File: config.mk
export PLATFORM = sky130hd
export DESIGN_NAME = mc_control_unit
export DESIGN_NICKNAME = d
export VERILOG_FILES = /design/src/rtl/mc_control_unit_pkg.sv /design/src/rtl/mc_control_unit_alu_decode.sv /design/src/rtl/mc_control_unit.sv
export SDC_FILE = /design/constraint.sdc
export NUM_CORES = 1
export LEC_CHECK = 0
export BUFFER_PORTS_ARGS = -buffer_cell sky130_fd_sc_hd__buf_2
export CAP_MARGIN = 20
export CORE_ASPECT_RATIO = 1.1
export CORE_MARGIN = 2
export CORE_UTILIZATION = 55
export DETAILED_ROUTE_END_ITERATION = 16
export GPL_TIMING_DRIVEN = 0
export PLACE_DENSITY_LB_ADDON = 0.08
export RECOVER_POWER = 50
export SYNTH_ARGS = -nofsm -noshare
export SYNTH_HDL_FRONTEND = slang
export SYNTH_HIERARCHICAL = 1
export SYNTH_SLANG_ARGS = --single-unit
File: constraint.sdc
create_clock -name clk -period 3.17 [get_ports clk]
set_input_delay 0.7925 -clock clk [delete_from_list [all_inputs] [get_ports clk]]
set_output_delay 0.7925 -clock clk [all_outputs]
set_load 0.01 [all_outputs]
File: src/rtl/mc_control_unit_pkg.sv
// Shared rv32i control definitions: opcodes, ALU operations, FSM states,
// datapath select encodings, trap causes and small funct3 decode helpers.
package mc_control_unit_pkg;

  typedef enum logic [6:0] {
    OP_LOAD   = 7'b0000011,
    OP_IMM    = 7'b0010011,
    OP_AUIPC  = 7'b0010111,
    OP_STORE  = 7'b0100011,
    OP_R      = 7'b0110011,
    OP_LUI    = 7'b0110111,
    OP_BRANCH = 7'b1100011,
    OP_JALR   = 7'b1100111,
    OP_JAL    = 7'b1101111
  } opcode_t;

  typedef enum logic [3:0] {
    ALU_ADD    = 4'd0,
    ALU_SUB    = 4'd1,
    ALU_SLL    = 4'd2,
    ALU_SLT    = 4'd3,
    ALU_SLTU   = 4'd4,
    ALU_XOR    = 4'd5,
    ALU_SRL    = 4'd6,
    ALU_SRA    = 4'd7,
    ALU_OR     = 4'd8,
    ALU_AND    = 4'd9,
    ALU_PASS_B = 4'd10
  } alu_op_t;

  typedef enum logic {
    SRC_A_RS1 = 1'b0,
    SRC_A_PC  = 1'b1
  } src_a_t;

  typedef enum logic [1:0] {
    SRC_B_RS2  = 2'd0,
    SRC_B_IMM  = 2'd1,
    SRC_B_FOUR = 2'd2
  } src_b_t;

  typedef enum logic [1:0] {
    WB_ALU = 2'd0,
    WB_MEM = 2'd1,
    WB_PC4 = 2'd2
  } wb_sel_t;

  typedef logic [2:0] mc_state_t;

  localparam mc_state_t ST_FETCH     = 3'd0;
  localparam mc_state_t ST_DECODE    = 3'd1;
  localparam mc_state_t ST_EXECUTE   = 3'd2;
  localparam mc_state_t ST_MEMORY    = 3'd3;
  localparam mc_state_t ST_WRITEBACK = 3'd4;
  localparam mc_state_t ST_TRAP      = 3'd5;

  localparam logic [1:0] CAUSE_NONE    = 2'b00;
  localparam logic [1:0] CAUSE_ILLEGAL = 2'b01;
  localparam logic [1:0] CAUSE_BUS     = 2'b10;

  localparam logic [1:0] MEM_BYTE = 2'b00;
  localparam logic [1:0] MEM_HALF = 2'b01;
  localparam logic [1:0] MEM_WORD = 2'b10;

  localparam logic [2:0] F3_ADD_SUB = 3'b000;
  localparam logic [2:0] F3_SLL     = 3'b001;
  localparam logic [2:0] F3_SLT     = 3'b010;
  localparam logic [2:0] F3_SLTU    = 3'b011;
  localparam logic [2:0] F3_XOR     = 3'b100;
  localparam logic [2:0] F3_SRL_SRA = 3'b101;
  localparam logic [2:0] F3_OR      = 3'b110;
  localparam logic [2:0] F3_AND     = 3'b111;

  localparam logic [2:0] F3_BEQ  = 3'b000;
  localparam logic [2:0] F3_BNE  = 3'b001;
  localparam logic [2:0] F3_BLT  = 3'b100;
  localparam logic [2:0] F3_BGE  = 3'b101;
  localparam logic [2:0] F3_BLTU = 3'b110;
  localparam logic [2:0] F3_BGEU = 3'b111;

  localparam logic [2:0] F3_LB  = 3'b000;
  localparam logic [2:0] F3_LH  = 3'b001;
  localparam logic [2:0] F3_LW  = 3'b010;
  localparam logic [2:0] F3_LBU = 3'b100;
  localparam logic [2:0] F3_LHU = 3'b101;

  function automatic logic is_legal_opcode(input opcode_t op);
    logic legal;
    case (op)
      OP_R, OP_IMM, OP_LOAD, OP_STORE, OP_BRANCH,
      OP_JAL, OP_JALR, OP_LUI, OP_AUIPC: legal = 1'b1;
      default:                           legal = 1'b0;
    endcase
    return legal;
  endfunction

  // zero is the ALU result compare: SUB for equality, SLT/SLTU for ordering.
  function automatic logic branch_taken(input logic [2:0] f3, input logic zero);
    logic taken;
    case (f3)
      F3_BEQ, F3_BGE, F3_BGEU: taken = zero;
      F3_BNE, F3_BLT, F3_BLTU: taken = ~zero;
      default:                 taken = 1'b0;
    endcase
    return taken;
  endfunction

  function automatic logic [1:0] mem_size_of(input logic [2:0] f3);
    logic [1:0] size;
    case (f3)
      F3_LB, F3_LBU: size = MEM_BYTE;
      F3_LH, F3_LHU: size = MEM_HALF;
      F3_LW:         size = MEM_WORD;
      default:       size = MEM_WORD;
    endcase
    return size;
  endfunction

  function automatic logic mem_sign_of(input logic [2:0] f3);
    logic sign;
    case (f3)
      F3_LBU, F3_LHU: sign = 1'b0;
      default:        sign = 1'b1;
    endcase
    return sign;
  endfunction

endpackage

File: src/rtl/mc_control_unit_alu_decode.sv
// Combinational funct3/funct7 to ALU operation decode for register,
// immediate, upper-immediate and branch-compare instructions.
module mc_alu_decode
  import mc_control_unit_pkg::*;
(
  input  opcode_t    opcode,
  input  logic [2:0] funct3,
  input  logic [6:0] funct7,
  output alu_op_t    alu_op
);

  logic alt_s;
  logic unused_funct7_s;

  assign alt_s           = funct7[5];
  assign unused_funct7_s = ^{funct7[6], funct7[4:0]};

  // Immediate ADDI has no SUB form, so funct7 only qualifies SUB for R-type.
  always_comb begin
    alu_op = ALU_ADD;
    case (opcode)
      OP_R, OP_IMM: begin
        case (funct3)
          F3_ADD_SUB: alu_op = (opcode == OP_R && alt_s) ? ALU_SUB : ALU_ADD;
          F3_SLL:     alu_op = ALU_SLL;
          F3_SLT:     alu_op = ALU_SLT;
          F3_SLTU:    alu_op = ALU_SLTU;
          F3_XOR:     alu_op = ALU_XOR;
          F3_SRL_SRA: alu_op = alt_s ? ALU_SRA : ALU_SRL;
          F3_OR:      alu_op = ALU_OR;
          F3_AND:     alu_op = ALU_AND;
          default:    alu_op = ALU_ADD;
        endcase
      end
      OP_LUI:   alu_op = ALU_PASS_B;
      OP_AUIPC: alu_op = ALU_ADD;
      OP_BRANCH: begin
        case (funct3)
          F3_BEQ, F3_BNE:   alu_op = ALU_SUB;
          F3_BLT, F3_BGE:   alu_op = ALU_SLT;
          F3_BLTU, F3_BGEU: alu_op = ALU_SLTU;
          default:          alu_op = ALU_SUB;
        endcase
      end
      default: alu_op = ALU_ADD;
    endcase
  end

endmodule

File: src/rtl/mc_control_unit.sv
// Multi-cycle rv32i control FSM with variable-latency memory handshakes,
// illegal-opcode and data-bus-timeout traps.
module mc_control_unit
  import mc_control_unit_pkg::*;
#(
  parameter int unsigned           DATA_WIDTH  = 32,
  parameter logic [DATA_WIDTH-1:0] RESET_PC    = 32'h0000_0000,
  parameter logic [DATA_WIDTH-1:0] TRAP_VEC    = 32'h0000_0100,
  parameter int unsigned           MEM_TIMEOUT = 16
) (
  input  logic                  clk,
  input  logic                  rst,
  input  opcode_t               opcode,
  input  logic [2:0]            funct3,
  input  logic [6:0]            funct7,
  input  logic [DATA_WIDTH-1:0] alu_result,
  input  logic                  imem_ready,
  input  logic                  dmem_ready,
  output logic                  imem_req,
  output logic                  ir_we,
  output logic                  dmem_req,
  output logic                  dmem_we,
  output logic [1:0]            mem_size,
  output logic                  mem_sign,
  output src_a_t                alu_src_a,
  output src_b_t                alu_src_b,
  output alu_op_t               alu_op,
  output logic                  reg_we,
  output wb_sel_t               wb_sel,
  output logic                  pc_we,
  output logic [DATA_WIDTH-1:0] next_pc,
  output logic                  trap,
  output logic [1:0]            trap_cause,
  output logic                  instr_retired,
  output mc_state_t             state
);

  localparam logic        TIMEOUT_EN   = (MEM_TIMEOUT != 0);
  localparam logic [15:0] TIMEOUT_LAST = (MEM_TIMEOUT == 0) ? 16'd0 : 16'(MEM_TIMEOUT - 1);

  mc_state_t             state_r;
  mc_state_t             state_nxt_s;
  logic                  active_r;
  logic [DATA_WIDTH-1:0] pc_plus4_r;
  logic [DATA_WIDTH-1:0] target_r;
  logic [DATA_WIDTH-1:0] next_pc_r;
  logic [DATA_WIDTH-1:0] npc_d_s;
  logic [15:0]           wait_cnt_r;
  logic [1:0]            cause_r;
  alu_op_t               dec_op_s;
  src_a_t                exec_a_s;
  src_b_t                exec_b_s;
  alu_op_t               exec_op_s;

  assign state = state_r;

  mc_alu_decode u_alu_decode (
    .opcode (opcode),
    .funct3 (funct3),
    .funct7 (funct7),
    .alu_op (dec_op_s)
  );

  // Operand selection held from EXECUTE through MEMORY/WRITEBACK so results stay stable.
  always_comb begin
    exec_a_s  = SRC_A_RS1;
    exec_b_s  = SRC_B_IMM;
    exec_op_s = ALU_ADD;
    case (opcode)
      OP_R, OP_BRANCH: begin
        exec_b_s  = SRC_B_RS2;
        exec_op_s = dec_op_s;
      end
      OP_IMM, OP_LUI: exec_op_s = dec_op_s;
      OP_AUIPC: begin
        exec_a_s  = SRC_A_PC;
        exec_op_s = dec_op_s;
      end
      OP_JAL: begin
        exec_a_s = SRC_A_PC;
        exec_b_s = SRC_B_FOUR;
      end
      default: exec_op_s = ALU_ADD;
    endcase
  end

  // FSM next state and control strobes; everything idles for one cycle after reset.
  always_comb begin
    state_nxt_s   = state_r;
    npc_d_s       = next_pc_r;
    imem_req      = 1'b0;
    ir_we         = 1'b0;
    dmem_req      = 1'b0;
    dmem_we       = 1'b0;
    mem_size      = MEM_WORD;
    mem_sign      = 1'b1;
    alu_src_a     = SRC_A_PC;
    alu_src_b     = SRC_B_FOUR;
    alu_op        = ALU_ADD;
    reg_we        = 1'b0;
    wb_sel        = WB_ALU;
    pc_we         = 1'b0;
    next_pc       = next_pc_r;
    trap          = 1'b0;
    trap_cause    = CAUSE_NONE;
    if (active_r) begin
      case (state_r)
        ST_FETCH: begin
          imem_req = 1'b1;
          if (imem_ready) begin
            ir_we       = 1'b1;
            npc_d_s     = alu_result;
            state_nxt_s = ST_DECODE;
          end else begin
            state_nxt_s = ST_FETCH;
          end
        end
        ST_DECODE: begin
          alu_src_b   = SRC_B_IMM;
          state_nxt_s = is_legal_opcode(opcode) ? ST_EXECUTE : ST_TRAP;
        end
        ST_EXECUTE: begin
          alu_src_a = exec_a_s;
          alu_src_b = exec_b_s;
          alu_op    = exec_op_s;
          case (opcode)
            OP_BRANCH: begin
              pc_we       = 1'b1;
              next_pc     = branch_taken(funct3, alu_result == '0)
                            ? {target_r[DATA_WIDTH-1:1], 1'b0} : pc_plus4_r;
              npc_d_s     = next_pc;
              state_nxt_s = ST_FETCH;
            end
            OP_LOAD, OP_STORE: state_nxt_s = ST_MEMORY;
            OP_JAL: begin
              npc_d_s     = {target_r[DATA_WIDTH-1:1], 1'b0};
              state_nxt_s = ST_WRITEBACK;
            end
            OP_JALR: begin
              npc_d_s     = {alu_result[DATA_WIDTH-1:1], 1'b0};
              state_nxt_s = ST_WRITEBACK;
            end
            default: state_nxt_s = ST_WRITEBACK;
          endcase
        end
        ST_MEMORY: begin
          alu_src_a = exec_a_s;
          alu_src_b = exec_b_s;
          alu_op    = exec_op_s;
          dmem_req  = 1'b1;
          dmem_we   = (opcode == OP_STORE);
          mem_size  = mem_size_of(funct3);
          mem_sign  = mem_sign_of(funct3);
          // A completing transfer beats a timeout expiring in the same cycle.
          if (dmem_ready) begin
            if (opcode == OP_STORE) begin
              pc_we       = 1'b1;
              state_nxt_s = ST_FETCH;
            end else begin
              state_nxt_s = ST_WRITEBACK;
            end
          end else if (TIMEOUT_EN && (wait_cnt_r == TIMEOUT_LAST)) begin
            state_nxt_s = ST_TRAP;
          end else begin
            state_nxt_s = ST_MEMORY;
          end
        end
        ST_WRITEBACK: begin
          alu_src_a   = exec_a_s;
          alu_src_b   = exec_b_s;
          alu_op      = exec_op_s;
          reg_we      = 1'b1;
          pc_we       = 1'b1;
          state_nxt_s = ST_FETCH;
          case (opcode)
            OP_LOAD:         wb_sel = WB_MEM;
            OP_JAL, OP_JALR: wb_sel = WB_PC4;
            default:         wb_sel = WB_ALU;
          endcase
        end
        ST_TRAP: begin
          trap        = 1'b1;
          trap_cause  = cause_r;
          pc_we       = 1'b1;
          next_pc     = TRAP_VEC;
          npc_d_s     = TRAP_VEC;
          state_nxt_s = ST_FETCH;
        end
        default: state_nxt_s = ST_FETCH;
      endcase
    end else begin
      state_nxt_s = ST_FETCH;
    end
    instr_retired = pc_we && (state_r != ST_TRAP);
  end

  // State, latched PC values, timeout counter and trap cause.
  always_ff @(posedge clk) begin
    if (rst) begin
      state_r    <= ST_FETCH;
      active_r   <= 1'b0;
      pc_plus4_r <= RESET_PC;
      target_r   <= RESET_PC;
      next_pc_r  <= RESET_PC;
      wait_cnt_r <= 16'd0;
      cause_r    <= CAUSE_NONE;
    end else begin
      state_r    <= state_nxt_s;
      active_r   <= 1'b1;
      next_pc_r  <= npc_d_s;
      wait_cnt_r <= (state_r == ST_MEMORY && !dmem_ready) ? wait_cnt_r + 16'd1 : 16'd0;
      if (ir_we) begin
        pc_plus4_r <= alu_result;
      end
      if (active_r && state_r == ST_DECODE) begin
        target_r <= alu_result;
      end
      if (state_nxt_s == ST_TRAP && state_r != ST_TRAP) begin
        cause_r <= (state_r == ST_DECODE) ? CAUSE_ILLEGAL : CAUSE_BUS;
      end
    end
  end

endmodule

Word level (Yosys, flattened, before mapping)

Cells that the tools add are included.

Register bits: 118
Input bits: 53
Output and inout bits: 57
Word-level logic and storage cells: 130

Add/subtract/negate cells: 1
Equality and inequality tests: 26
Mux-type cells: 67
Bitwise operators: 2
Reductions and logical operators: 27

Operators with widths:

| kind                    | number |
|---|---|
| $pmux W32 S3            | 2 |
| $mux W32                | 4 |
| $pmux W32 S2            | 1 |
| $mux W1                 | 33 |
| $logic_not A32 Y1       | 1 |
| $pmux W4 S8             | 1 |
| $reduce_or A2 Y1        | 11 |
| $eq A3 B3 Y1 const B    | 7 |
| $eq A7 B6 Y1 const B    | 3 |
| $eq A7 B7 Y1 const B    | 3 |
| $add A16 B1 Y16 const B | 1 |
| $eq A16 B4 Y1 const B   | 1 |
| $mux W2                 | 8 |
| $pmux W2 S2             | 4 |
| $mux W3                 | 5 |
| $eq A7 B5 Y1 const B    | 2 |
| $eq A3 B2 Y1 const B    | 4 |
| $mux W4                 | 3 |
| $pmux W3 S2             | 2 |
| $pmux W3 S4             | 1 |
| $pmux W4 S3             | 1 |
| $reduce_or A3 Y1        | 3 |
| $reduce_or A9 Y1        | 1 |
| $eq A7 B2 Y1 const B    | 1 |
| other kinds (13)        | 20 |

Depth between registers and ports, before layout

Gate-level depths: netlist of run 1.

Depth after elaboration: 10
Depth in mapped cells: 9
Mapped depth without buffers: 7

Modules after synthesis

Netlist of run 1, hierarchy kept.

Modules (own cells, without submodules):

| module          | instances | cells each | area each (µm²) | seq. area each (µm²) |
|---|---|---|---|---|
| mc_control_unit | 1         | 920        | 6515.0          | 2342.2 |
| mc_alu_decode   | 1         | 26         | 200.2           | 0.0 |

Least setup slack after synthesis of run 1

No wires, ideal clock.

Path kind: input -> output
Start: input opcode[4]
End: output next_pc[10]
Data arrival time: 2255 ps
Required time: 2378 ps
Slack: 122 ps
Cell stages on the path: 6
Path buffers: 2
Path through: buf_4 -> and3b_1 -> nor4b_2 -> nand3_1 -> clkbuf_1 -> o21ai_1

Word-level cells in the longest chain between the ends: 4

Ends and longest elaborated chain:

| element         | RTL line               | RTL |
|---|---|---|
| start, declared | mc_control_unit.sv:13  | `input opcode_t opcode,` |
| $eq A7 B7 Y1    | mc_control_unit.sv:126 | `case (opcode)` |
| $mux W32        | mc_control_unit.sv:126 |  |
| $pmux W32 S2    | mc_control_unit.sv:107 | `case (state_r)` |
| $mux W32        | mc_control_unit.sv:106 | `if (active_r) begin` |
| end, declared   | mc_control_unit.sv:31  | `output logic [DATA_WIDTH-1:0] next_pc,` |

Every way passes these cells.

Worst setup path after layout of run 1

Start: input alu_result[21]
End: output next_pc[13]

Word-level cells in the longest chain between the ends: 10

Ends and longest elaborated chain:

| element             | RTL line                   | RTL |
|---|---|---|
| start, declared     | mc_control_unit.sv:16      | `input logic [DATA_WIDTH-1:0] alu_result,` |
| $logic_not A32 Y1 * | mc_control_unit.sv:129     | `next_pc = branch_taken(funct3, alu_result == '0)` |
| $not A1 Y1          | mc_control_unit_pkg.sv:102 | `F3_BNE, F3_BLT, F3_BLTU: taken = ~zero;` |
| $pmux W1 S2 *       | mc_control_unit_pkg.sv:100 | `case (f3)` |
| $mux W1 *           | mc_control_unit.sv:126     |  |
| $mux W1 *           | mc_control_unit.sv:107     |  |
| $mux W1 *           | mc_control_unit.sv:106     |  |
| $mux W32 *          | mc_control_unit.sv:130     | `? {target_r[DATA_WIDTH-1:1], 1'b0} : pc_plus4_r;` |
| $mux W32 *          | mc_control_unit.sv:126     |  |
| $pmux W32 S2 *      | mc_control_unit.sv:107     |  |
| $mux W32 *          | mc_control_unit.sv:106     |  |

Every way passes the cells marked *; elsewhere a longest branch is shown, timed or not. The select of a mux whose other input is x is not followed.

==> results of run 1 <==
[layout by cell type, fill, tap and decap left out, drive strengths merged, types with 9 or more instances in the layout]
cell / count
buf: 147
dfxtp: 117
nand2: 207
and2: 41
a221oi: 30
a21o: 32
clkbuf: 92
o21ai: 100
inv: 9
a31oi: 32
nor4: 13
a21oi: 105
nand4: 9
nand3: 37
nor2: 37
[area by class of cell]
class	instances	share of cell area [%]
buffer	75	5.05
inverter	11	0.453
tap	154	2.05
sequential	117	25.0
clock buffer	22	5.05
multi-input combinational	738	50.3
clock inverter	10	1.36
timing repair buffer	142	10.8
[worst max path at each step]
stage,start,endpoint
after detailed placement,alu_result[8],next_pc[3]
after global placement,alu_result[8],next_pc[3]
final,alu_result[21],next_pc[13]
after floorplan,opcode[4],next_pc[10]
after global routing,alu_result[3],next_pc[13]
after CTS,alu_result[25],next_pc[2]
[registers in the layout, summed over array words and instances (netlist names)]
register and cells:
pc_plus4_r 32, next_pc_r 32, target_r 31, state 3, wait_cnt_r 16, cause_r 2
active_r 1
[cell usage after synthesis (30+ instances only)]
| master | number | share of area (%) |
|---|---|---|
| dfxtp_1 | 117 | 35 |
| o21ai_0 | 38 | 2.8 |
| a31oi_1 | 32 | 3.0 |
| a221oi_1 | 30 | 3.9 |
| clkbuf_1 | 72 | 4.0 |
| o21ai_1 | 62 | 4.6 |
| nor2_1 | 37 | 2.1 |
| nand3_1 | 37 | 2.8 |
| a21oi_1 | 105 | 7.8 |
| a21o_1 | 32 | 3.6 |
| nand2_1 | 207 | 12 |
| and2_1 | 41 | 3.8 |
[worst register-to-register path, cell delays in order, from the launching register on]
cell and delay, ns:
dfxtp_1 0.31, clkbuf_1 0.20, inv_1 0.27, nand2_1 0.12, nor3_1 0.26, nand2_1 0.31
clkinvlp_2 0.24, clkbuf_1 0.56, clkbuf_1 0.54, nand2_1 0.13, a21oi_1 0.16
[what timing repair did]
action,4_1_cts,5_1_grt
pin swaps,35,42
resized for setup,140,130
gates cloned,6,1
buffers inserted,21,15
setup endpoints to repair,41,41
[cell families after synthesis]
| group | synth area share [%] |
|---|---|
| AND/OR/NAND/NOR | 27.6 |
| AO/OA/AOI/OAI | 30.2 |
| flip-flops | 34.9 |
| buffers and inverters | 5.33 |
| XOR/XNOR | 1.70 |
| multiplexers | 0.149 |
| adder cells (fa/ha/maj) | 0.186 |
[per-layer routing]
layer,global-route usage (%),vias up,share of wire (%)
met4,22.1,0,4.9
met1,49.1,3896,38
met2,54.9,641,45
li1,-,3717,-
met3,9.78,137,12
met5,0,-,0
[report_power, final]
part	total, mW	switching, mW	leakage (nW)	internal [mW]
sequential	1.58	0.0442	0.953	1.54
clock	1.99	0.707	0.299	1.29
combinational	0.671	0.414	2.30	0.257
==> results.md, run 1 <==
* Antenna Violating Nets Remaining at 0
* Final core utilization at approximately four fifths
* Post-DP HPWL at 15100 um
* Routability congestion estimate at 0.936
* H-tree depth at 4
* Slew @ Worst Pin at 1.04 ns
* Vias/cell at 6.61
* Worst path buffer plus inverter count at 5
* Mapped Cells at 946
* Pre-antenna DRT Iters at 6
* Worst r2r path cells at 10
* Rel. slew slack at 30.1%
* Arr. time, crit path at 2.72 ns
* Synthesized area at 6720 um2
* WL final at 25600 um
* Startpoint type of the worst setup path: input port
* Slowest CP cell: a211o_4
* Final design instance area without fill at 9380 um2
* Cell leakage power at 3.55 nW
* R2r startpoint: state[1]
* Maximum clock rate at 0.285 GHz
* CP Class: input port to output port
* Register area share after synthesis at 34.9%
* Initial antenna violation count at 0
* CP max FO at 6
* Filler cells at around 850
* Largest net degree at the start of global routing at 17
* Failing checks: negative setup slack
* DRC violations left at 0
* HP Class: flip-flop to flip-flop
* Worst reg2reg endpoint: pc_plus4_r[26]
* Netlist cell types at between 60 and 70
* DR WL/cell at 20.2 um
* MaxCap Viol Count at 0
* Internal reg-to-reg setup slack at -0.01 ns
* Hold WS at 0.465 ns
* # diodes at 0
* Setup TNS at -9.21 ns
* Pre-CTS setup slack at -0.965 ns
* Vias in the first global route at 7550
* CTS tree: done
* Ports at 110
* Placed insts at 1202
* Flops & latches, synth at between 100 and 150
* Tot GR Track Use at 37.4%
* Clk_lat worst skew at 0.44 ns
* DIE AREA at 13100 um2
* Hold Path End: pc_plus4_r[17]
* Clk_skew at 0.00743 ns
* Row count at 42
* Crit path max-delay family: buffers and inverters
* Register area at 2340 um2
* Fraction of registers with async set/reset at 0%
* Clk slew on worst S/H paths at 0.05 ns
* Non-filler cells, final at 1269
* Root Buffer: clkbuf_16
* CORE AREA at roughly 12000 um2
* Largest stage delay, worst path at 0.42 ns
* Layout cells sized above 1 at 27.4%
* Final Hold Viols at 0
* Number of CTS-inserted buffers at 17
* Total power at 4.24 mW
* Syn_nets at 1000
* Max-slew violation count at 0
* Crit end category: output port
* Final min period at 3.51 ns
* Worst Hold Depth at 2
* Final setup vio count at 36
* Most used DFF post-synth: dfxtp_1
* Area Overhead vs Synth at 39.7%
* Pwr Density at 452 nW/um2
* # hold bufs at CTS at 0
* Mean Syn Cell Area at 7.10 um2
* RSZ-0062 raised after global routing: true
* Dpl cell area at between 7000 and 8000 um2
* Total clock sinks at between 100 and 150
* Chip width at 109 um
* Final period util at 111%
* First-pass GRT wire length at ~38000 um
* Crit-path cells: buf_8 > nor4_4 > nand4_1 > buf_4 > buf_6 > a211o_4 > clkbuf_16 > nand3_4 > and2_4 > o21ai_2 > buf_2
* Multi-input logic area at 4720 um2
* Starting DRC count in detailed routing at about 1100
* Final WS setup at -0.340 ns
* CTS max path bufs at 2
* Final #Nets at between 1000 and 1500
* Worst EP required at approximately 2.4 ns
* Peak supply drop at 0.371 mV
* Initial Util at between 50% and 60%
* Levels on crit path at 11
* Die height at approximately 120 um
* PortBufs at 102
* Outcome: complete, but fails checks
* Detailed-route via count at 8391
* GR Overflow Total at 0
* EDFF count, synth at 0
* Number of warnings issued by yosys at 6
* Hold Startpoint: pc_plus4_r[17]
Power figures use the tool's default switching activity.
==> inputs of run 2 (changes only) <==
Settings changed: SKIP_LAST_GASP from default to 1.
==> run 2 against run 1 <==
The run still ends with negative setup slack left. Routed wire length grew 3.3%. Core utilization increased by 0.70 points. Final area rose by 0.89%. Count of clock-buffer cells in the layout unchanged. First-iteration DRC count is 13% higher. Worst setup slack got worse by 0.026 ns. Register-to-register slack worse by 0.10 ns. Clock skew is essentially flat. Via count up 0.87%. Critical path type unchanged. Worst hold slack gained 0.0015 ns. Non-clock buffer count increased by 9. Sequential power barely moved.
==> results.md, run 2 (synthesis gave the netlist of run 1 again) <==
* Outcome: complete, but fails checks
* Failing checks: negative setup slack
* First-pass GRT wire length at 38100 um (unchanged)
* Final core utilization at 79.0% (+0.70 points)
* Maximum clock rate at 0.283 GHz (-0.73%)
* Tot GR Track Use at 37.4% (-0.054 points)
* Root Buffer: clkbuf_16
* Clk_skew at 0.00784 ns (+0.000410 ns)
* Chip width at 109 um (unchanged)
* Arr. time, crit path at 2.74 ns (+0.02 ns)
* Internal reg-to-reg setup slack at -0.11 ns (-0.10 ns)
* Slew @ Worst Pin at 0.911 ns (-0.129 ns)
* H-tree depth at 4 (unchanged)
* Pwr Density at 450 nW/um2 (-0.42%)
* # hold bufs at CTS at 0 (unchanged)
* Vias/cell at 6.62 (+0.16%)
* Total clock sinks at 117 (unchanged)
* Hold Path End: pc_plus4_r[17]
* Commonest non-fill, non-tap cell in the layout: nand2_1
* Ports at 110 (unchanged)
* Number of CTS-inserted buffers at 17 (unchanged)
* Clk_lat worst skew at 0.44 ns (about the same)
* Final period util at 112% (+0.82 points)
* Worst EP required at 2.38 ns (about the same)
* R2r startpoint: state[1]
* Startpoint type of the worst setup path: input port
* Final WS setup at -0.366 ns (-0.0260 ns)
* CTS tree: done
* Largest registers: next_pc_r x32, pc_plus4_r x32, target_r x31
* WL final at 26400 um (+3.3%)
* # diodes at 0 (unchanged)
* DRC violations left at 0 (unchanged)
* Detailed-route via count at 8464 (+0.87%)
* Worst reg2reg endpoint: pc_plus4_r[7]
* Commonest cells after routing, fill and taps aside: nand2_1 (205), dfxtp_1 (117), a21oi_1 (104), buf_2 (82), clkbuf_1 (63)
* Dpl cell area at 7420 um2 (unchanged)
* Initial Util at 56.0% (unchanged)
* Final design instance area without fill at 9470 um2 (+0.89%)
* Initial antenna violation count at 0 (unchanged)
* Pre-CTS setup slack at -0.965 ns (unchanged)
* Setup TNS at -11.44 ns (-2.23 ns)
* GR Overflow Total at 0 (unchanged)
* DR WL/cell at 20.7 um (+2.6%)
* Hold Startpoint: pc_plus4_r[17]
* Final Hold Viols at 0 (unchanged)
* Rel. slew slack at 38.7% (+8.6 points)
* Total power at 4.26 mW (+0.47%)
* Final setup vio count at 53 (+47%)
* Routability congestion estimate at 0.936 (unchanged)
* Post-DP HPWL at 15100 um (unchanged)
* CORE AREA at 12000 um2 (unchanged)
* CP max FO at 6 (unchanged)
* DIE AREA at 13100 um2 (unchanged)
* Filler cells at 836 (-1.8%)
* CP Class: input port to output port
* Clk slew on worst S/H paths at 0.05 ns (about the same)
* Vias in the first global route at 7485 (-0.86%)
* Max-slew violation count at 0 (unchanged)
* Worst Hold Depth at 2 (unchanged)
* Final min period at 3.54 ns (+0.0260 ns)
* Largest net degree at the start of global routing at 17 (unchanged)
* Antenna Violating Nets Remaining at 0 (unchanged)
* RSZ-0062 raised after global routing: true
* CTS max path bufs at 2 (unchanged)
* Pre-antenna DRT Iters at 7 (+1)
* Starting DRC count in detailed routing at 1266 (+13%)
* PortBufs at 102 (unchanged)
* HP Class: flip-flop to flip-flop
* Die height at 120 um (unchanged)
* Cell leakage power at 3.61 nW (+1.5%)
* Peak supply drop at 0.380 mV (+2.6%)
* Crit end category: output port
* Area Overhead vs Synth at 41.0%
* Final #Nets at 1165 (+0.78%)
* Worst r2r path cells at 10 (unchanged)
* Row count at 42 (unchanged)
* MaxCap Viol Count at 0 (unchanged)
* Layout cells sized above 1 at 27.9% (+0.58 points)
run 2: cell count changes in the layout (fill, tap and decap cells not counted), moves of 2 or more:
cell	delta
o21ai_4	-2
o21ai_2	+3
and2_1	-2
clkbuf_1	+3
buf_4	+4
and2_4	+2
buf_12	+2
run 2: metrics by stage:
stage,std cells,hold slack [ns]
after CTS,1260,0.455
after global placement,1202,0.443
final,1278,0.467
after detailed placement,1202,0.447
after global routing,1278,0.490
after floorplan,946,0.437
run 2: area by class of cell:
cell class                 count  area, um2  area share, %
multi-input combinational    738       4720           49.9
sequential                   117       2340           24.7
timing repair buffer         149       1080           11.4
buffer                        77        485           5.13
clock buffer                  22        474           5.01
tap                          154        193           2.04
clock inverter                10        128           1.35
inverter                      11       42.5          0.449
run 2: timing repair:
action,4_1_cts,5_1_grt
setup buffers,21,22
pin swaps,32,42
endpoints found under the setup margin,41,41
gates resized for setup,132,141
cloned,6,1
run 2: how the worst max path moves through the flow:
stage | startpoint | to | slack, ns | cells after the start
after floorplan | opcode[4] | next_pc[10] | 0.12 | 6
after detailed placement | alu_result[8] | next_pc[3] | -0.96 | 9
after global routing | alu_result[29] | next_pc[13] | -0.41 | 11
after CTS | alu_result[25] | next_pc[2] | -0.23 | 11
final | alu_result[29] | next_pc[13] | -0.37 | 11
after global placement | alu_result[8] | next_pc[3] | -0.93 | 9
run 2: power by group:
part           switching (mW)  leakage, nW  internal (mW)
clock network           0.715        0.299           1.29
registers              0.0452        0.953           1.53
logic                   0.421         2.35          0.261
total                    1.18         3.61           3.08
run 2: routing by layer:
metal / routed length, um / up-vias / track usage [%]
met2: 12000 / 679 / 55.5
met5: 0 / - / 0
met4: 1430 / 0 / 20.6
li1: - / 3725 / -
met3: 3170 / 170 / 9.18
met1: 9890 / 3890 / 49.4
run 2: critical path: stages:
cell and delay, ns:
buf_2 0.14, nor4_2 0.31, nand4_1 0.15, buf_4 0.19, buf_6 0.12, a211o_4 0.41
clkbuf_16 0.21, nand3_4 0.08, and2_4 0.14, o21ai_2 0.06, buf_2 0.14
